## src/rtl/cpu6502_pkg.sv

```systemverilog
// cpu6502_pkg: shared types, constants and opcode length decode for the 6502 fetch front end
package cpu6502_pkg;
    localparam int ADDR_W = 16;
    localparam int QDEPTH_DEFAULT = 4;
    typedef enum logic [1:0] {S_OPCODE, S_OP1, S_OP2, S_PRESENT} fetch_state_e;
    function automatic logic [1:0] ins_len_of(input logic [7:0] op);
        logic [3:0] lo;
        lo = op[3:0];
        if (op == 8'h00 || op == 8'h40 || op == 8'h60 || lo == 4'h8 || lo == 4'hA) return 2'd1;
        if (op == 8'h20 || lo >= 4'hC || ((lo == 4'h9 || lo == 4'hB) && op[4])) return 2'd3;
        return 2'd2;
    endfunction
endpackage

```

## src/rtl/instr_fetch_unit_if.sv

```systemverilog
// instr_fetch_unit_if: CPU bus, redirect and decode handshake signals of the fetch unit
interface instr_fetch_unit_if;
    import cpu6502_pkg::*;
    logic [ADDR_W-1:0] bus_addr;
    logic bus_rd_req;
    logic bus_grant;
    logic [7:0] bus_rdata;
    logic redirect;
    logic [ADDR_W-1:0] redirect_pc;
    logic ins_valid;
    logic ins_ready;
    logic [ADDR_W-1:0] ins_pc;
    logic [7:0] ins_opcode;
    logic [7:0] ins_op1;
    logic [7:0] ins_op2;
    logic [1:0] ins_len;
    modport master (
        output bus_addr, bus_rd_req, ins_valid, ins_pc, ins_opcode, ins_op1, ins_op2, ins_len,
        input bus_grant, bus_rdata, redirect, redirect_pc, ins_ready
    );
    modport slave (
        input bus_addr, bus_rd_req, ins_valid, ins_pc, ins_opcode, ins_op1, ins_op2, ins_len,
        output bus_grant, bus_rdata, redirect, redirect_pc, ins_ready
    );
endinterface

```

## src/rtl/fetch_byte_queue.sv

```systemverilog
// fetch_byte_queue: synchronous byte FIFO with flush and simultaneous push/pop
module fetch_byte_queue #(
    parameter int DEPTH = 4
) (
    input logic clk,
    input logic rst,
    input logic flush,
    input logic push,
    input logic [7:0] din,
    input logic pop,
    output logic [7:0] dout,
    output logic [$clog2(DEPTH):0] count
);
    localparam int AW = $clog2(DEPTH);
    localparam int CW = AW + 1;
    logic [7:0] mem [DEPTH];
    logic [AW-1:0] wp, rp;
    assign dout = mem[rp];
    always_ff @(posedge clk) begin
        if (push) mem[wp] <= din;
    end
    always_ff @(posedge clk) begin
        if (rst || flush) begin
            wp <= '0;
            rp <= '0;
            count <= '0;
        end else begin
            if (push) wp <= wp + 1'b1;
            if (pop) rp <= rp + 1'b1;
            count <= count + CW'(push) - CW'(pop);
        end
    end
endmodule

```

## src/rtl/instr_fetch_unit.sv

```systemverilog
// instr_fetch_unit: prefetches bytes over the shared bus and assembles 1-3 byte instructions for decode
module instr_fetch_unit
    import cpu6502_pkg::*;
#(
    parameter logic [ADDR_W-1:0] RESET_PC = 16'h0000,
    parameter int QDEPTH = QDEPTH_DEFAULT
) (
    input logic clk,
    input logic rst,
    instr_fetch_unit_if.master bus
);
    localparam int CW = $clog2(QDEPTH) + 1;
    fetch_state_e state, state_n;
    logic [ADDR_W-1:0] fetch_pc, head_pc, ins_pc;
    logic [7:0] opcode, op1, op2, head;
    logic [1:0] len, head_len;
    logic [CW-1:0] count;
    logic rd_req, push, pop, hs, load_op;
    assign rd_req = !rst && !bus.redirect && count != CW'(QDEPTH);
    assign push = rd_req && bus.bus_grant;
    assign hs = state == S_PRESENT && bus.ins_ready;
    assign pop = !bus.redirect && count != '0 && (state != S_PRESENT || hs);
    assign load_op = state == S_OPCODE || state == S_PRESENT;
    assign head_len = ins_len_of(head);
    fetch_byte_queue #(.DEPTH(QDEPTH)) u_queue (
        .clk(clk),
        .rst(rst),
        .flush(bus.redirect),
        .push(push),
        .din(bus.bus_rdata),
        .pop(pop),
        .dout(head),
        .count(count)
    );
    always_ff @(posedge clk) begin
        if (rst) state <= S_OPCODE;
        else state <= state_n;
    end
    // a handshake with a byte waiting pops the next opcode directly, avoiding a bubble
    always_comb begin
        state_n = state;
        if (bus.redirect) state_n = S_OPCODE;
        else if (pop) state_n = load_op ? (head_len == 2'd1 ? S_PRESENT : S_OP1)
                                        : (state == S_OP1 && len == 2'd3 ? S_OP2 : S_PRESENT);
        else if (hs) state_n = S_OPCODE;
    end
    always_ff @(posedge clk) begin
        if (rst) begin
            fetch_pc <= RESET_PC;
            head_pc <= RESET_PC;
            ins_pc <= '0;
            opcode <= '0;
            op1 <= '0;
            op2 <= '0;
            len <= '0;
        end else if (bus.redirect) begin
            fetch_pc <= bus.redirect_pc;
            head_pc <= bus.redirect_pc;
        end else begin
            if (push) fetch_pc <= fetch_pc + ADDR_W'(1);
            if (pop) head_pc <= head_pc + ADDR_W'(1);
            if (pop && load_op) begin
                ins_pc <= head_pc;
                opcode <= head;
                op1 <= '0;
                op2 <= '0;
                len <= head_len;
            end
            if (pop && state == S_OP1) op1 <= head;
            if (pop && state == S_OP2) op2 <= head;
        end
    end
    assign bus.bus_addr = fetch_pc;
    assign bus.bus_rd_req = rd_req;
    assign bus.ins_valid = state == S_PRESENT;
    assign bus.ins_pc = ins_pc;
    assign bus.ins_opcode = opcode;
    assign bus.ins_op1 = op1;
    assign bus.ins_op2 = op2;
    assign bus.ins_len = len;
endmodule

```

## src/flat_wrapper.sv

```systemverilog
// flat-port wrapper written by rule: the top's interface ports become plain ports
module instr_fetch_unit_flat import cpu6502_pkg::*;
#(
    parameter logic [ADDR_W-1:0] RESET_PC = 16'h0000,
    parameter int QDEPTH = QDEPTH_DEFAULT
)
  (clk, rst, bus_bus_addr, bus_bus_rd_req, bus_ins_valid, bus_ins_pc, bus_ins_opcode, bus_ins_op1, bus_ins_op2, bus_ins_len, bus_bus_grant, bus_bus_rdata, bus_redirect, bus_redirect_pc, bus_ins_ready);
  instr_fetch_unit_if bus_i ();
  input logic clk;
  input logic rst;
  output wire logic [$bits(bus_i.bus_addr)-1:0] bus_bus_addr;
  output wire logic [$bits(bus_i.bus_rd_req)-1:0] bus_bus_rd_req;
  output wire logic [$bits(bus_i.ins_valid)-1:0] bus_ins_valid;
  output wire logic [$bits(bus_i.ins_pc)-1:0] bus_ins_pc;
  output wire logic [$bits(bus_i.ins_opcode)-1:0] bus_ins_opcode;
  output wire logic [$bits(bus_i.ins_op1)-1:0] bus_ins_op1;
  output wire logic [$bits(bus_i.ins_op2)-1:0] bus_ins_op2;
  output wire logic [$bits(bus_i.ins_len)-1:0] bus_ins_len;
  input wire logic [$bits(bus_i.bus_grant)-1:0] bus_bus_grant;
  input wire logic [$bits(bus_i.bus_rdata)-1:0] bus_bus_rdata;
  input wire logic [$bits(bus_i.redirect)-1:0] bus_redirect;
  input wire logic [$bits(bus_i.redirect_pc)-1:0] bus_redirect_pc;
  input wire logic [$bits(bus_i.ins_ready)-1:0] bus_ins_ready;
  assign bus_bus_addr = bus_i.bus_addr;
  assign bus_bus_rd_req = bus_i.bus_rd_req;
  assign bus_ins_valid = bus_i.ins_valid;
  assign bus_ins_pc = bus_i.ins_pc;
  assign bus_ins_opcode = bus_i.ins_opcode;
  assign bus_ins_op1 = bus_i.ins_op1;
  assign bus_ins_op2 = bus_i.ins_op2;
  assign bus_ins_len = bus_i.ins_len;
  assign bus_i.bus_grant = bus_bus_grant;
  assign bus_i.bus_rdata = bus_bus_rdata;
  assign bus_i.redirect = bus_redirect;
  assign bus_i.redirect_pc = bus_redirect_pc;
  assign bus_i.ins_ready = bus_ins_ready;
  instr_fetch_unit #(.RESET_PC(RESET_PC), .QDEPTH(QDEPTH)) u_core (.clk(clk), .rst(rst), .bus(bus_i));
endmodule
```

## config.mk

```make
export PLATFORM = sky130hd
export DESIGN_NAME = instr_fetch_unit_flat
export DESIGN_NICKNAME = d
export VERILOG_FILES = /design/src/rtl/cpu6502_pkg.sv /design/src/rtl/instr_fetch_unit_if.sv /design/src/rtl/fetch_byte_queue.sv /design/src/rtl/instr_fetch_unit.sv /design/src/flat_wrapper.sv
export SDC_FILE = /design/constraint.sdc
export NUM_CORES = 1
export LEC_CHECK = 0
export ABC_CLOCK_PERIOD_IN_PS = 4300
export CAP_MARGIN = 10
export CORE_ASPECT_RATIO = 1.75
export CORE_UTILIZATION = 30
export CTS_BUF_LIST = sky130_fd_sc_hd__clkbuf_4
export DETAILED_ROUTE_END_ITERATION = 10
export PLACE_DENSITY = 0.51
export SLEW_MARGIN = 20
export SYNTH_ARGS = -nofsm -noshare
export SYNTH_HDL_FRONTEND = slang
export SYNTH_HIERARCHICAL = 1
export SYNTH_SLANG_ARGS = --single-unit
```

## constraint.sdc

```tcl
create_clock -name clk -period 4.3 [get_ports clk]
set_input_delay 1.075 -clock clk [delete_from_list [all_inputs] [get_ports clk]]
set_output_delay 1.075 -clock clk [all_outputs]
set_load 0.1 [all_outputs]
```

# Word level (Yosys, flattened, before mapping)
# Memories as Yosys holds them, arrays and structs flattened. A register that Yosys moved wholly into a read port is not among the register bits.
# Index checks and enable logic that the tools add are counted.
totals:
  ff_bits: 83
  ramBits: 32
  input_bits: 29
  output_inout_bits: 60
  word_cells: 92
  memories: 1
classes:
  n_addsub: 6
  magnitude_cmp: 1
  n_eq_ne: 14
  mux: 23
  bitwise: 1
  reduce_logical: 35
mem_list:
  columns: ["name", "words", "width", "read_ports", "rd_ports_with_merged_regs", "write_ports", "line", "source"]
  rows:
  - ["u_core.u_queue.mem", 4, 8, 1, 1, 1, "fetch_byte_queue.sv:16", "logic [7:0] mem [DEPTH];"]
ops:
  columns: ["op", "count"]
  rows:
  - ["two-way mux 16 bit", 4]
  - ["adder 16 x 1 -> 16 bit, second input constant", 2]
  - ["two-way mux 8 bit", 3]
  - ["two-way mux 2 bit", 10]
  - ["equality test 4 bit, second input constant", 4]
  - ["equality test 8 x 7 -> 1 bit, second input constant", 2]
  - ["logical AND 1 bit", 11]
  - ["logical OR 1 bit", 10]
  - ["nonzero test 2 bit", 5]
  - ["equality test 8 x 6 -> 1 bit, second input constant", 1]
  - ["zero test 8 bit", 1]
  - ["equality test 2 bit, second input constant", 3]
  - ["two-way mux 1 bit", 6]
  - ["AND reduction 2 bit", 3]
  - ["adder 2 x 1 -> 2 bit, second input constant", 2]
  - ["equality test 2 x 1 -> 1 bit, second input constant", 2]
  - [">= comparator 4 bit, second input constant", 1]
  - ["adder 3 x 1 -> 3 bit", 1]
  - ["!= test 3 bit, second input constant", 1]
  - ["nonzero test 3 bit", 1]
  - ["subtractor 3 x 1 -> 3 bit", 1]
  - ["zero test 1 bit", 2]
  - ["zero test 2 bit", 1]
  - ["!= test 2 bit, second input constant", 1]
  - ["2 further kinds", 2]

# Depth between registers and ports, before layout
# Gate-level depths: netlist of run 1.
logic_depth:
  depth_word: 13
  ltp_mapped: 12
  depth_no_buf: 10

# By module
# Netlist of run 1, hierarchy kept.
by_module_without_submodules:
  columns: ["module", "instances", "cells_each", "area_per_inst_um2", "seq_area_each_um2"]
  rows:
  - ["instr_fetch_unit", 1, 418, 3492.1, 1521.5]
  - ["fetch_byte_queue", 1, 86, 1597.8, 1141.1]

# Least setup slack after synthesis of run 1
# No wires, ideal clock.
synth_timing:
  path_type: "in2out"
  start: "input port bus_redirect"
  end: "output port bus_bus_rd_req"
  arrival_ps: 3523
  t_required_ps: 3225
  slack_ps: -298
  path_stages: 3
  n_path_buf: 2
  path_cell_list: "buf_2 -> clkbuf_1 -> nor3_1"
synth_via:
  elab_chain_len: 3
synth_lines:
  columns: ["item", "line", "source"]
  rows:
  - ["start: declaration", "flat_wrapper.sv:21", "input wire logic [$bits(bus_i.redirect)-1:0] bus_redirect;"]
  - ["zero test 1 bit", "instr_fetch_unit.sv:19", "assign rd_req = !rst && !bus.redirect && count != CW'(QDEPTH);"]
  - ["logical AND 1 bit (2 in series)", "instr_fetch_unit.sv:19", null]
  - ["end: declaration", "flat_wrapper.sv:12", "output wire logic [$bits(bus_i.bus_rd_req)-1:0] bus_bus_rd_req;"]
# No other way between the ends.

# Final worst setup path of run 1
layout_timing:
  start: "register u_core.state[1]"
  end: "output port bus_ins_valid"
layout_via:
  elab_chain_len: 1
layout_lines:
  columns: ["item", "line", "source"]
  rows:
  - ["start: declaration", "instr_fetch_unit.sv:13", "fetch_state_e state, state_n;"]
  - ["start signal: assignment", "instr_fetch_unit.sv:37", "else state <= state_n;"]
  - ["equality test 2 bit", "instr_fetch_unit.sv:75", "assign bus.ins_valid = state == S_PRESENT;"]
  - ["end: declaration", "flat_wrapper.sv:13", "output wire logic [$bits(bus_i.ins_valid)-1:0] bus_ins_valid;"]
# No other way between the ends.

==> results of run 1 <==
[registers in the layout, indices dropped and copies added, names as in the netlist, named ones only]
name,flops
u_core/state,2
u_core/bus.ins_opcode,8
u_core/bus.ins_len,2
u_core/u_queue/rp,2
u_core/bus.bus_addr,16
u_core/u_queue/count,3
u_core/bus.ins_op2,8
u_core/bus.ins_pc,16
u_core/u_queue/wp,2
u_core/bus.ins_op1,8
u_core/u_queue/mem,32
u_core/head_pc,16
[where the power goes]
group	internal, mW	switching (mW)
registers	1.16	0.0392
clock network	0.346	0.428
logic	0.0955	0.220
[synthesized netlist by cell type (all sizes together) (6+ instances only)]
cell	instances	area share, %
nor4	6	0.86
ha	11	2.7
dfxtp	85	33
a31oi	19	2.3
nand3	16	1.6
or4	8	1.2
inv	19	1.4
or3	9	1.1
o211ai	7	1.0
a32oi	8	1.4
buf	9	1.2
o311ai	7	1.2
a21oi	35	3.4
edfxtp	32	19
mux4	8	3.5
clkbuf	21	1.6
nand2	76	5.6
nand4	11	1.4
a22oi	9	1.3
and4	8	1.4
nor2	32	2.4
[cell type report]
| cell class | instances | area (um2) | area share (%) |
|---|---|---|---|
| antenna | 1 | 2.50 | 0.0388 |
| timing repair buffer | 95 | 938 | 14.5 |
| tap | 224 | 280 | 4.34 |
| inverter | 21 | 78.8 | 1.22 |
| sequential | 117 | 2660 | 41.3 |
| multi-input combinational | 336 | 2220 | 34.4 |
| clock inverter | 14 | 136 | 2.11 |
| clock buffer | 18 | 135 | 2.09 |
[metal layers]
metal  vias to the layer above  track usage (%)  routed length (um)
li1                       2048                -                   -
met1                      2087             19.1                5680
met2                       128             32.8                8100
met3                        19             3.58                 601
met4                         0             7.67                 431
met5                         -                0                   0
[worst min-delay path, cell delays in order (launching register included)]
cell and delay [ps]:
dfxtp_1 320, nand2_1 50, a21oi_1 50
[worst paths after layout]
path	startpoint	slack, ps	end
setup / recovery	u_core/state[1]	900	bus_ins_valid
hold / removal	u_core/bus.ins_pc[12]	460	u_core/bus.ins_pc[12]
setup reg to reg	u_core/u_queue/count[1]	1590	u_core/u_queue/count[2]
hold reg to reg	u_core/bus.ins_pc[12]	460	u_core/bus.ins_pc[12]
[kinds of logic (layout without fill, tap and decap cells)]
group,after synthesis,in the layout
xor+xnor,8,8
mux,12,12
fa+ha+maj,12,12
compound gates,113,113
buf+inv,51,148
other cells,0,1
simple gates,191,191
flops,117,117
[stage by stage]
| step | setup WS, ps | hold WS (ps) | cells | instance area, um2 |
|---|---|---|---|---|
| floorplan | 546 | 432 | 504 | 5090 |
| detailed placement | 464 | 446 | 793 | 6180 |
| finish | 905 | 461 | 826 | 6450 |
| global route | 756 | 483 | 826 | 6450 |
| CTS | 849 | 462 | 825 | 6450 |
| global placement | 518 | 447 | 793 | 6180 |
[placed cells by master (no fill, tap or decap), types with 4 or more instances in the layout]
cell type / n
a31oi_1: 19
nand4_1: 11
o21ai_0: 4
nand3_1: 16
and4_1: 8
nand2_1: 76
a22oi_1: 9
or4_1: 8
o211ai_1: 7
clkdlybuf4s50_1: 86
clkinv_2: 4
ha_1: 11
xor2_1: 4
a211oi_1: 4
buf_4: 7
clkbuf_4: 18
nor2_1: 32
mux4_2: 8
clkinv_1: 4
dfxtp_1: 85
a21oi_1: 35
edfxtp_1: 32
nor4_1: 5
inv_1: 18
and2_1: 4
or3_1: 9
a32oi_1: 8
o311ai_0: 7
==> impl_metrics.csv, run 1 <==
group,metric,value,unit
sta,fin_tns_setup,0,ps
cts,cts_made_buffers,17,
detailed_routing,drtIter0Drc,240,
cts,clockBufferDepth,2,
worst_setup_path,path_depth,2,
sta,worst_pin_slew,1010,ps
finish,fin_util,39.1,%
finish,drive_gt1_share,9.82,%
worst_setup_path,worstPathRequired,3220,ps
power,p_leak,2.11,nW
synthesis,synthMuxAreaShare,4.35,%
status,status,"complete, no violations",
grt,grt_max_degree,73,
sta,hold_violations,0,
power,ir_drop,0.258,mV
die,dieArea,0.0175,mm2
grt,first_global_vias,4304,
synthesis,ys_seq_area_share,52.3,%
sta,relSlewSlack,32.4,%
synthesis,ys.flop_type,"dfxtp_1",
synthesis,ys_warn_count,6,
worst_setup_path,critPathKind,"flop to output port",
sta,finalCritPeriodShare,79.0,%
hold_path,holdPathStages,2,
run,max_cap_violations,0,
synthesis,syn_area_per_cell,10.1,um2
cts,path_clk_slew,100,ps
cts,cts_repair_resize_count,0,
die,dieWidth,100,um
grt,grt_pass1_wl,23400,um
detailed_routing,via_count,4282,
detailed_routing,wirelength,14800,um
grt,grt_use_total,17.8,%
finish,fin_nets,629,
worst_setup_path,startpoint_type,"flop",
sta,setup_viol,0,
synthesis,synth-compound-area-share,15.1,%
die,io_pins,89,
sta,fmax,0.295,GHz
synthesis,synth_top_family_by_area,"simple AND/OR/NAND/NOR gates",
worst_setup_path,worst-r2r-cell-count,9,
finish,nFillCells,1662,
die,core.rowCount,62,
grt,antenna_found_initial,1,
sta,drv_slew,0,
hold_path,hp-class,"flop to flop",
placement,gp_congestion,0.853,
detailed_routing,via_per_inst,5.18,
detailed_routing,drt_first_pass_iters,6,
detailed_routing,antenna_left,0,
cts,cts-hold-fix-buffers,0,
worst_setup_path,crit_slowest_cell,"clkdlybuf4s50_1",
synthesis,synth_nets,545,
placement,dp_hpwl,10800,um
worst_setup_path,path_delay_family,"buffers and inverters",
detailed_routing,drc,0,
die,fp.coreArea,0.0165,mm2
synthesis,synth-async-reset-ratio,0,%
worst_setup_path,path_max_fanout,4,
synthesis,synth-edff-count,32,
finish,area_growth,26.8,%
cts,htree_levels,4,
cts,post_cts.repair.setup_buffers,0,
cts,cts.sinks,117,
placement,io_buffers,88,
detailed_routing,routedWlPerCell,17.9,um
sta,rsz0062_at_grt,"no",
worst_setup_path,arrival,2320,ps
sta,skew,18.4,ps
worst_setup_path,cp_num_buf_inv,1,
cts,root_buffer,"clkbuf_4",
cts,insertion_delay,510,ps
power,power.total,2.29,mW
synthesis,synth_cells,504,
die,initial_core_util,30.8,%
synthesis,synth-simple-area-share,19.1,%
sta,finalCriticalPeriod,3400,ps
synthesis,synthXorXnorAreaFrac,1.67,%
die,die_y,174,um
grt,overflow,0,
worst_setup_path,path_cells,"ha_1 -> clkdlybuf4s50_1",
cts,cts_tree,"yes",
synthesis,synth_cell_types,61,
synthesis,synth_adder_area_share,3.10,%
worst_setup_path,end_kind,"output port",
synthesis,syn_area,0.00509,mm2
synthesis,ys_ff_latch,117,
power,p_per_area,355,mW/mm2
worst_setup_path,cp_slowest_stage_delay,1160,ps
No activity file was read; power rests on OpenSTA's default activity.
==> inputs of run 2 (changes only) <==
--- a/config.mk
+++ b/config.mk
@@ -5,7 +5,7 @@
 export SDC_FILE = /design/constraint.sdc
 export NUM_CORES = 1
 export LEC_CHECK = 0
-export ABC_CLOCK_PERIOD_IN_PS = 4300
+export ABC_CLOCK_PERIOD_IN_PS = 3200
 export CAP_MARGIN = 10
 export CORE_ASPECT_RATIO = 1.75
 export CORE_UTILIZATION = 30
==> constraint.sdc (replaced) <==
create_clock -name clk -period 3.2 [get_ports clk]
set_input_delay 0.8 -clock clk [delete_from_list [all_inputs] [get_ports clk]]
set_output_delay 0.8 -clock clk [all_outputs]
set_load 0.1 [all_outputs]
==> run 2 against run 1 <==
Against the previous run:
- cell area is 0.41% higher
- worst hold slack better by 2.0 ps
- power is 45% higher
- via count up 1.5%
- sequential share of layout area down 0.17 points
- critical endpoint is now bus_bus_rd_req
- highest routed layer unchanged
==> impl_metrics.csv, run 2 (synthesized netlist as in run 1, its figures left out) <==
group,metric,value,unit
die,core.rowCount,62,
run,max_cap_violations,0,
cts,cts.sinks,117,
detailed_routing,drtIter0Drc,151,
grt,use_met1,19.4,%
worst_setup_path,path_max_fanout,30,
cts,cts-hold-fix-buffers,0,
sta,drv_slew,0,
sta,fin_tns_setup,0,ps
worst_setup_path,critPathKind,"input port to output port",
die,dieArea,0.0175,mm2
worst_setup_path,end_kind,"output port",
die,dieWidth,100,um
grt,grt_max_degree,65,
detailed_routing,via_count,4345,
sta,finalCriticalPeriod,2890,ps
sta,skew,19.3,ps
worst_setup_path,startpoint_type,"input port",
worst_setup_path,path_cells,"clkdlybuf4s50_1 -> buf_4 -> buf_4 -> nor3_2 -> buf_12",
grt,grt_use_met3,3.26,%
grt,grt_use_total,17.9,%
detailed_routing,via_per_inst,5.18,
grt,overflow,0,
sta,fmax,0.346,GHz
grt,antenna_found_initial,1,
placement,gp_congestion,0.807,
sta,timing.hold.ws,463,ps
finish,final_cell_mix,"85 x dfxtp_1, 79 x buf_4, 76 x nand2_1, 35 x a21oi_1",
worst_setup_path,arrival,2090,ps
cts,cts_tree,"yes",
cts,cts_made_buffers,17,
sta,rsz0062_at_grt,"no",
sta,worst_pin_slew,900,ps
finish,fin_nets,642,
cts,root_buffer,"clkbuf_4",
power,p_per_area,513,mW/mm2
grt,grt_use_met2,32.8,%
grt,first_global_vias,4259,
die,io_pins,89,
worst_setup_path,crit_slowest_cell,"clkdlybuf4s50_1",
detailed_routing,routedWlPerCell,18.0,um
cts,insertion_delay,520,ps
detailed_routing,wirelength,15100,um
finish,largest_reg_flops,32,
placement,io_buffers,88,
detailed_routing,drc,0,
worst_setup_path,cp_slowest_stage_delay,420,ps
sta,hold_violations,0,
cts,post_cts.repair.setup_buffers,0,
finish,area_growth,27.3,%
sta,finalCritPeriodShare,90.3,%
worst_setup_path,worstPathRequired,2400,ps
finish,nFillCells,1661,
die,fp.coreArea,0.0165,mm2
cts,htree_levels,4,
cts,cts_repair_resize_count,0,
finish,largest_register,"u_core/u_queue/mem",
cts,path_clk_slew,120,ps
detailed_routing,drt_first_pass_iters,5,
power,ir_drop,0.287,mV
finish,final_common_cell,"dfxtp_1",
power,p_leak,2.33,nW
grt,grt_pass1_wl,23400,um
status,status,"complete, no violations",
detailed_routing,antenna_left,0,
placement,dp_hpwl,10800,um
grt,grt-busiest-layer,"met2",
worst_setup_path,path_common_cell,"buf_4",
finish,drive_gt1_share,21.8,%
sta,relSlewSlack,40.0,%
die,die_y,174,um
cts,clockBufferDepth,2,
die,initial_core_util,30.8,%
sta,setup_viol,0,
hold_path,hp-class,"flop to flop",
-- run 2: area by class of cell --
type / count / area (um2) / share of cell area [%]
Sequential cell: 117 / 2660 / 41.1
Multi-Input combinational cell: 336 / 2220 / 34.3
Timing Repair Buffer: 108 / 888 / 13.7
Tap cell: 224 / 280 / 4.33
Clock inverter: 15 / 218 / 3.36
Clock buffer: 17 / 128 / 1.97
Inverter: 21 / 78.8 / 1.22
Antenna cell: 1 / 2.50 / 0.0386
-- run 2: where the power goes --
part	leakage, nW	internal (mW)	total (mW)	switching (mW)
clock network	0.180	0.642	1.29	0.646
registers	0.981	1.56	1.61	0.0507
logic	1.16	0.127	0.425	0.299
total	2.33	2.33	3.32	0.996
-- run 2: layer usage --
| layer | wire length (um) | share of wire (%) |
|---|---|---|
| met5 | 0 | 0 |
| met3 | 607 | 4.0 |
| met2 | 8360 | 55 |
| met4 | 418 | 2.8 |
| met1 | 5700 | 38 |
-- run 2: stage by stage --
step	area [um2]	total power [mW]	worst slack, ps	utilization [%]	instances
floorplan	5100	1.92	-3.85	-	504
global placement	6130	2.07	-64.3	37.1	806
detailed placement	6130	2.07	-118	37.1	806
CTS	6480	3.37	305	39.2	838
global route	6480	3.45	258	39.2	839
finish	6480	3.32	311	39.2	839
-- run 2: path summary, 6_finish.rpt --
| path | cells after the start | endpoint | slack [ps] | startpoint |
|---|---|---|---|---|
| worst min-delay path | 2 | u_core/bus.ins_pc[10] | 460 | u_core/bus.ins_pc[10] |
| worst min register to register | 2 | u_core/bus.ins_pc[10] | 460 | u_core/bus.ins_pc[10] |
| worst max-delay path | 5 | bus_bus_rd_req | 310 | bus_redirect |
| worst max register to register | 4 | u_core/state[1] | 700 | flop |
-- run 2: critical path, delay by kind of cell --
family | cells | cell delay (ps)
AND/OR/NAND/NOR | 1 | 280
buffers and inverters | 4 | 1000
==> inputs of run 3 (changes only) <==
--- a/config.mk
+++ b/config.mk
@@ -5,7 +5,6 @@
 export SDC_FILE = /design/constraint.sdc
 export NUM_CORES = 1
 export LEC_CHECK = 0
-export ABC_CLOCK_PERIOD_IN_PS = 3200
 export CAP_MARGIN = 10
 export CORE_ASPECT_RATIO = 1.75
 export CORE_UTILIZATION = 30
==> results of run 3 <==
Same layout as run 2: the final DEF is identical, and so are final timing and power.
